**src/rtl/sram_arbiter.sv**
```systemverilog
// sram_arbiter: shares one 16-bit asynchronous SRAM between the fetch stage and
// the memory stage. Each 32-bit transaction is split into two halfword accesses
// (low half at A, high half at A|1) and ends with a one-cycle done pulse to the
// requester that owns it.
//
// Ports:
//   clock, reset          rising-edge clock, synchronous active-low reset
//   if_mc_*  / mc_if_*    fetch read request, fetched word and done pulse
//   mem_mc_* / mc_mem_*   memory-stage read/write request, read word and done pulse
//   mc_ram_*              SRAM address, write data, data drive enable, read data,
//                         chip/output/write enables (all active high)
module sram_arbiter #(
  parameter int unsigned ADDR_W    = 18,
  parameter bit          MEM_FIRST = 1'b1
) (
  input  logic              clock,
  input  logic              reset,
  input  logic              if_mc_en,
  input  logic [ADDR_W-1:0] if_mc_addr,
  output logic [31:0]       mc_if_data,
  output logic              mc_if_done,
  input  logic              mem_mc_en,
  input  logic              mem_mc_rw,
  input  logic [ADDR_W-1:0] mem_mc_addr,
  input  logic [31:0]       mem_mc_wdata,
  output logic [31:0]       mc_mem_rdata,
  output logic              mc_mem_done,
  output logic [ADDR_W-1:0] mc_ram_addr,
  output logic [15:0]       mc_ram_wdata,
  output logic              mc_ram_dataoe,
  input  logic [15:0]       mc_ram_rdata,
  output logic              mc_ram_ce,
  output logic              mc_ram_oute,
  output logic              mc_ram_wre
);

  localparam logic [ADDR_W-1:0] HALF_ONE = ADDR_W'(1);

  typedef enum logic [1:0] {S_IDLE, S_LO, S_HI, S_DONE} state_e;

  state_e            state_q,     state_d;
  logic              own_mem_q,   own_mem_d;
  logic              rw_q,        rw_d;
  logic [ADDR_W-1:0] base_q,      base_d;
  logic [31:0]       wdata_q,     wdata_d;
  logic [15:0]       lo_q,        lo_d;
  logic              last_mem_q,  last_mem_d;
  logic [31:0]       if_data_q,   if_data_d;
  logic [31:0]       mem_rdata_q, mem_rdata_d;
  logic              if_done_q,   if_done_d;
  logic              mem_done_q,  mem_done_d;
  logic [ADDR_W-1:0] ram_addr_q,  ram_addr_d;
  logic [15:0]       ram_wdata_q, ram_wdata_d;
  logic              oe_q,        oe_d;
  logic              ce_q,        ce_d;
  logic              oute_q,      oute_d;
  logic              wre_q,       wre_d;
  logic              grant_mem_c;

  // State and output registers; SRAM controls are registered from the next state
  // so they are valid throughout the LO and HI cycles.
  always_ff @(posedge clock) begin
    if (!reset) begin
      state_q     <= S_IDLE;
      own_mem_q   <= 1'b0;
      rw_q        <= 1'b0;
      base_q      <= '0;
      wdata_q     <= '0;
      lo_q        <= '0;
      last_mem_q  <= ~MEM_FIRST;
      if_data_q   <= '0;
      mem_rdata_q <= '0;
      if_done_q   <= 1'b0;
      mem_done_q  <= 1'b0;
      ram_addr_q  <= '0;
      ram_wdata_q <= '0;
      oe_q        <= 1'b0;
      ce_q        <= 1'b0;
      oute_q      <= 1'b0;
      wre_q       <= 1'b0;
    end else begin
      state_q     <= state_d;
      own_mem_q   <= own_mem_d;
      rw_q        <= rw_d;
      base_q      <= base_d;
      wdata_q     <= wdata_d;
      lo_q        <= lo_d;
      last_mem_q  <= last_mem_d;
      if_data_q   <= if_data_d;
      mem_rdata_q <= mem_rdata_d;
      if_done_q   <= if_done_d;
      mem_done_q  <= mem_done_d;
      ram_addr_q  <= ram_addr_d;
      ram_wdata_q <= ram_wdata_d;
      oe_q        <= oe_d;
      ce_q        <= ce_d;
      oute_q      <= oute_d;
      wre_q       <= wre_d;
    end
  end

  // Next-state and output logic.
  always_comb begin
    state_d     = state_q;
    own_mem_d   = own_mem_q;
    rw_d        = rw_q;
    base_d      = base_q;
    wdata_d     = wdata_q;
    lo_d        = lo_q;
    last_mem_d  = last_mem_q;
    if_data_d   = if_data_q;
    mem_rdata_d = mem_rdata_q;
    if_done_d   = 1'b0;
    mem_done_d  = 1'b0;
    ram_addr_d  = ram_addr_q;
    ram_wdata_d = ram_wdata_q;
    oe_d        = 1'b0;
    ce_d        = 1'b0;
    oute_d      = 1'b0;
    wre_d       = 1'b0;

    // Memory wins when it is alone, or on a tie when fetch was granted last.
    grant_mem_c = mem_mc_en & (~if_mc_en | ~last_mem_q);

    unique case (state_q)
      S_IDLE: begin
        if (if_mc_en || mem_mc_en) begin
          own_mem_d  = grant_mem_c;
          rw_d       = grant_mem_c & mem_mc_rw;
          base_d     = (grant_mem_c ? mem_mc_addr : if_mc_addr) & ~HALF_ONE;
          wdata_d    = mem_mc_wdata;
          state_d    = S_LO;
          ram_addr_d = base_d;
          ce_d       = 1'b1;
          if (rw_d) begin
            wre_d       = 1'b1;
            oe_d        = 1'b1;
            ram_wdata_d = wdata_d[15:0];
          end else begin
            oute_d = 1'b1;
          end
        end
      end
      S_LO: begin
        lo_d       = mc_ram_rdata;
        state_d    = S_HI;
        ram_addr_d = base_q | HALF_ONE;
        ce_d       = 1'b1;
        if (rw_q) begin
          wre_d       = 1'b1;
          oe_d        = 1'b1;
          ram_wdata_d = wdata_q[31:16];
        end else begin
          oute_d = 1'b1;
        end
      end
      S_HI: begin
        state_d = S_DONE;
        if (own_mem_q) begin
          mem_done_d = 1'b1;
          if (!rw_q) mem_rdata_d = {mc_ram_rdata, lo_q};
        end else begin
          if_done_d = 1'b1;
          if_data_d = {mc_ram_rdata, lo_q};
        end
      end
      S_DONE: begin
        last_mem_d = own_mem_q;
        state_d    = S_IDLE;
      end
      default: state_d = S_IDLE;
    endcase
  end

  assign mc_if_data    = if_data_q;
  assign mc_if_done    = if_done_q;
  assign mc_mem_rdata  = mem_rdata_q;
  assign mc_mem_done   = mem_done_q;
  assign mc_ram_addr   = ram_addr_q;
  assign mc_ram_wdata  = ram_wdata_q;
  assign mc_ram_dataoe = oe_q;
  assign mc_ram_ce     = ce_q;
  assign mc_ram_oute   = oute_q;
  assign mc_ram_wre    = wre_q;

endmodule

```
**config.mk**
```make
export PLATFORM = sky130hd
export DESIGN_NAME = sram_arbiter
export DESIGN_NICKNAME = d
export VERILOG_FILES = /design/src/rtl/sram_arbiter.sv
export SDC_FILE = /design/constraint.sdc
export NUM_CORES = 1
export LEC_CHECK = 0
export BUFFER_PORTS_ARGS = -buffer_cell sky130_fd_sc_hd__buf_2
export CORE_AREA = 2 2 120 122
export CTS_CLUSTER_SIZE = 8
export DETAILED_ROUTE_END_ITERATION = 12
export DIE_AREA = 0 0 122 124
export PLACE_DENSITY = 0.7
export SYNTH_ARGS = -nofsm -noshare
export SYNTH_HDL_FRONTEND = slang
export SYNTH_SLANG_ARGS = --single-unit
```
**constraint.sdc**
```tcl
create_clock -name clock -period 2.1 [get_ports clock]
set_input_delay 0.21 -clock clock [delete_from_list [all_inputs] [get_ports clock]]
set_output_delay 0.21 -clock clock [all_outputs]
set_load 0.05 [all_outputs]
```
==> out/results.txt <==
The cell family contributing the most delay on the critical path is simple AND/OR/NAND/NOR gates. The number of DRC violations after detailed-routing iteration 0 was 359. The cell area that synthesis handed to floorplanning was 6070 um^2. Once detail routing completed, the nets flagged for antenna violations numbered 0. In the synthesized netlist the dominant register cell turns out to be sky130_fd_sc_hd__dfxtp_1.

Between clock sinks in the finished design, the worst skew comes to 0.00861 ns. In the final routed layout, each cell accounts on average for 14.7 um. The share of the core filled with cells in the final layout was 0.566.

Across the VDD grid, the largest voltage drop is 0.594 mV. At the worst endpoint, the required time is 2.44 ns. In this run the worst hold path is classified as in2reg.

The average vias per placed instance is 4.99, and the warning count from the yosys run is 0. The logs give 32 for the number of distinct library cells after synthesis and 17 for the number of CTS-inserted buffers. TritonCTS built the clock tree.

The total die area is 15100 um^2. The logs give 0.754 for the placer congestion estimate and 1049 for the final standard cell count with taps included and fillers excluded. The tools report the cell area after placement as 7180 um^2. In this design, the stage delay of the slowest critical-path cell is 0.53 ns. The number of global-route vias before repair was 4887; the biggest fanout along the worst timing path was 32.

For this block, the routed nets add up to 15.4 mm of wire. After clock tree synthesis, the flow added hold-fix buffers numbering 0. The relative max-transition margin was 0.579. Setup repair after global routing left no endpoint under its margin.

The final layout contains 949 nets. Measured along the x axis, the die boundary spans 122 um. The type of element launching the critical path was a register. For the starting density of the core, the log shows 0.442.

Timing would allow up to 549 MHz. The power per cell area is 1520 nW/um^2, and the total placed cells including tap cells is 1017. The synthesized instance count was 684; the post-route clock period utilization was 0.867.

From bottom edge to top edge, the die measures 124 um. Maximum number of pins on one net before global-route repair: 69. The buffers plus inverters on the worst setup path came out at 1. The first-pass GRT wire length is 24.3 mm.

For the pin with the worst max-slew slack, the measured transition is 0.631 ns. The critical path is of the reg2reg type. The number of remaining DRC errors came out at 0. Dividing the synthesized area by the synthesized cell count gives 8.87 um^2.

Leaving out fill and tap cells, the most frequent cell in the layout is sky130_fd_sc_hd__buf_2. The logs give 3.54 nW for the leakage power total and 0 for the number of setup violations in the final report. After routing, the total negative slack on setup checks comes to 0 ns.

For the post-layout instance area, the log shows 7770 um^2. The clock-pin slew on the worst setup and hold paths works out to 0.06 ns. From synthesis to final layout, the design area changed by 28.1%. Data on the critical path arrives at its endpoint at 2.16 ns. Hold timing on the final database bottoms out at a slack of 0.0299 ns. Among all stages on the critical path, the largest delay is contributed by sky130_fd_sc_hd__or2_2. The total via count after detailed routing is 5234. The async set-or-reset flop fraction in the synthesized netlist is 0.

The register area is 3140 um^2. The sequential cell area fraction in the yosys report came out at 0.518. The placement row count is 43.

For the post-synth net total, the log shows 777. Clock tree synthesis found a total of 157 sinks. The run gives 0 as the number of violations of the max-capacitance limit. Post-CTS repair changed the size of 0 cells. The placeable core region was 13700 um^2.

The number of input and output port buffers inserted was 190; the clock latency reported for the late side of the worst-skew pair was 0.42 ns. The detailed placement HPWL came out at 10.4 mm. The number of antenna violations at the first check in global routing is 1. The number of slew-limit violations in the final report is 0, and the clock period minus final worst setup slack is 1.82 ns.

The hold violation count in the final report came out at 0. Pin placement for this block handled 193 I/O pins. After synthesis the netlist holds a flip-flop and latch count of 157. The flow ran to the end, and the final reports show no timing, DRC or antenna violations.

The tree is rooted in a sky130_fd_sc_hd__clkbuf_16. The tools report the number of inserted filler cells in the final layout as 1312. Summing all multi-input logic gate instances after layout gives 2670 um^2. For this run, the detailed router's first-pass iteration total came to 5. In the layout the commonest cells are 190 x sky130_fd_sc_hd__buf_2, 163 x sky130_fd_sc_hd__nand2_1, 157 x sky130_fd_sc_hd__dfxtp_1.

STA classifies the critical path endpoint as a register. The final global-route overflow total was 0. The critical path goes through inv_1, ha_1, nand2_1, or2_2, nand2_1, a21oi_1. The logs give 0.206 for the overall routing resource usage and 0 for the post-CTS setup repair buffer count.

For the antenna cell count, the log shows 0. The number of flops mapped to enable cells by yosys works out to 0. The fraction of final layout cells with drive strength greater than 1 is 0.287. The H-tree was split into 4 levels. Counting along the longest clock path gives a buffer depth of 2. The dominant cell type by count on the critical path is sky130_fd_sc_hd__nand2_1.
-- power breakdown --
group | leakage, nW | internal (mW) | switching [mW]
Sequential | 1.28 | 3.67 | 0.356
Clock | 0.293 | 1.89 | 1.19
Combinational | 1.96 | 1.50 | 3.17
-- final timing paths --
check,end,slack (ns),startpoint,cells after the start
worst max register to register,mc_mem_rdata[7]$_SDFFE_PN0P_,0.28,state_q[0]$_SDFFE_PN0P_,6
worst min register to register,mc_mem_rdata[0]$_SDFFE_PN0P_,0.45,mc_mem_rdata[0]$_SDFFE_PN0P_,2
worst min-delay path,wdata_q[23]$_SDFFE_PN0P_,0.03,mem_mc_wdata[23],3
worst max-delay path,mc_mem_rdata[7]$_SDFFE_PN0P_,0.28,state_q[0]$_SDFFE_PN0P_,6
-- tightest hold or removal path: stages --
cell and delay (ns):
sky130_fd_sc_hd__buf_2 0.09, sky130_fd_sc_hd__nand2_1 0.05, sky130_fd_sc_hd__a21oi_1 0.05
-- flip-flops by register name, summed over array words and instances (netlist names) --
| name | cells |
|---|---|
| own_mem_q | 1 |
| base_q | 17 |
| last_mem_q | 1 |
| mc_mem_rdata | 32 |
| mc_ram_addr | 18 |
| wdata_q | 16 |
| mc_mem_done | 1 |
| mc_ram_wdata | 16 |
| mc_if_done | 1 |
| state_q | 2 |
| rw_q | 1 |
| mc_ram_wre | 1 |
| mc_ram_ce | 1 |
| lo_q | 16 |
| mc_ram_oute | 1 |
| mc_if_data | 32 |
-- synth_stat cells (2+ instances only) --
cell type,number,share of area
sky130_fd_sc_hd__ha_1,4,0.0083
sky130_fd_sc_hd__mux2i_1,51,0.084
sky130_fd_sc_hd__buf_2,6,0.0050
sky130_fd_sc_hd__nand3_1,17,0.014
sky130_fd_sc_hd__nor2_1,28,0.017
sky130_fd_sc_hd__buf_6,3,0.0056
sky130_fd_sc_hd__buf_4,2,0.0025
sky130_fd_sc_hd__nor2b_1,2,0.0021
sky130_fd_sc_hd__dfxtp_1,157,0.52
sky130_fd_sc_hd__inv_1,4,0.0025
sky130_fd_sc_hd__buf_1,4,0.0025
sky130_fd_sc_hd__nor3_2,2,0.0033
sky130_fd_sc_hd__o211a_1,16,0.026
sky130_fd_sc_hd__nand2b_1,35,0.036
sky130_fd_sc_hd__a32o_1,17,0.028
sky130_fd_sc_hd__nand2_1,163,0.10
sky130_fd_sc_hd__clkbuf_1,39,0.024
sky130_fd_sc_hd__o21ai_0,19,0.016
sky130_fd_sc_hd__a21oi_1,102,0.084
-- layout make-up --
| type | count | area share |
|---|---|---|
| Inverter | 5 | 0.00258 |
| Tap cell | 180 | 0.0290 |
| Multi-Input combinational cell | 467 | 0.343 |
| Clock inverter | 12 | 0.0187 |
| Sequential cell | 157 | 0.404 |
| Timing Repair Buffer | 208 | 0.145 |
| Clock buffer | 20 | 0.0575 |
-- routing by layer --
metal  vias to the layer above  wire (um)  GRT usage
met1                      2403       6860      0.267
met2                       162       7090      0.318
li1                       2651          -          -
met4                         2        207     0.0776
met3                        16       1240     0.0696
met5                         -         10          0
-- cells by family after synthesis --
| group | count (synthesis) | share of synthesized area |
|---|---|---|
| compound gates | 160 | 0.164 |
| fa+ha+maj | 4 | 0.00825 |
| buf+inv | 60 | 0.0452 |
| flops | 157 | 0.518 |
| mux | 51 | 0.0842 |
| simple gates | 252 | 0.181 |
-- metrics by stage --
| stage | worst slack (ns) | power, mW |
|---|---|---|
| floorplan | 0.213 | 7.66 |
| global placement | 0.154 | 8.73 |
| finish | 0.279 | 11.8 |
| CTS | 0.0786 | 11.9 |
| global route | 0.0860 | 12.5 |
| detailed placement | 0.0943 | 8.79 |
Note: power is estimated with default switching activity, not from simulation.
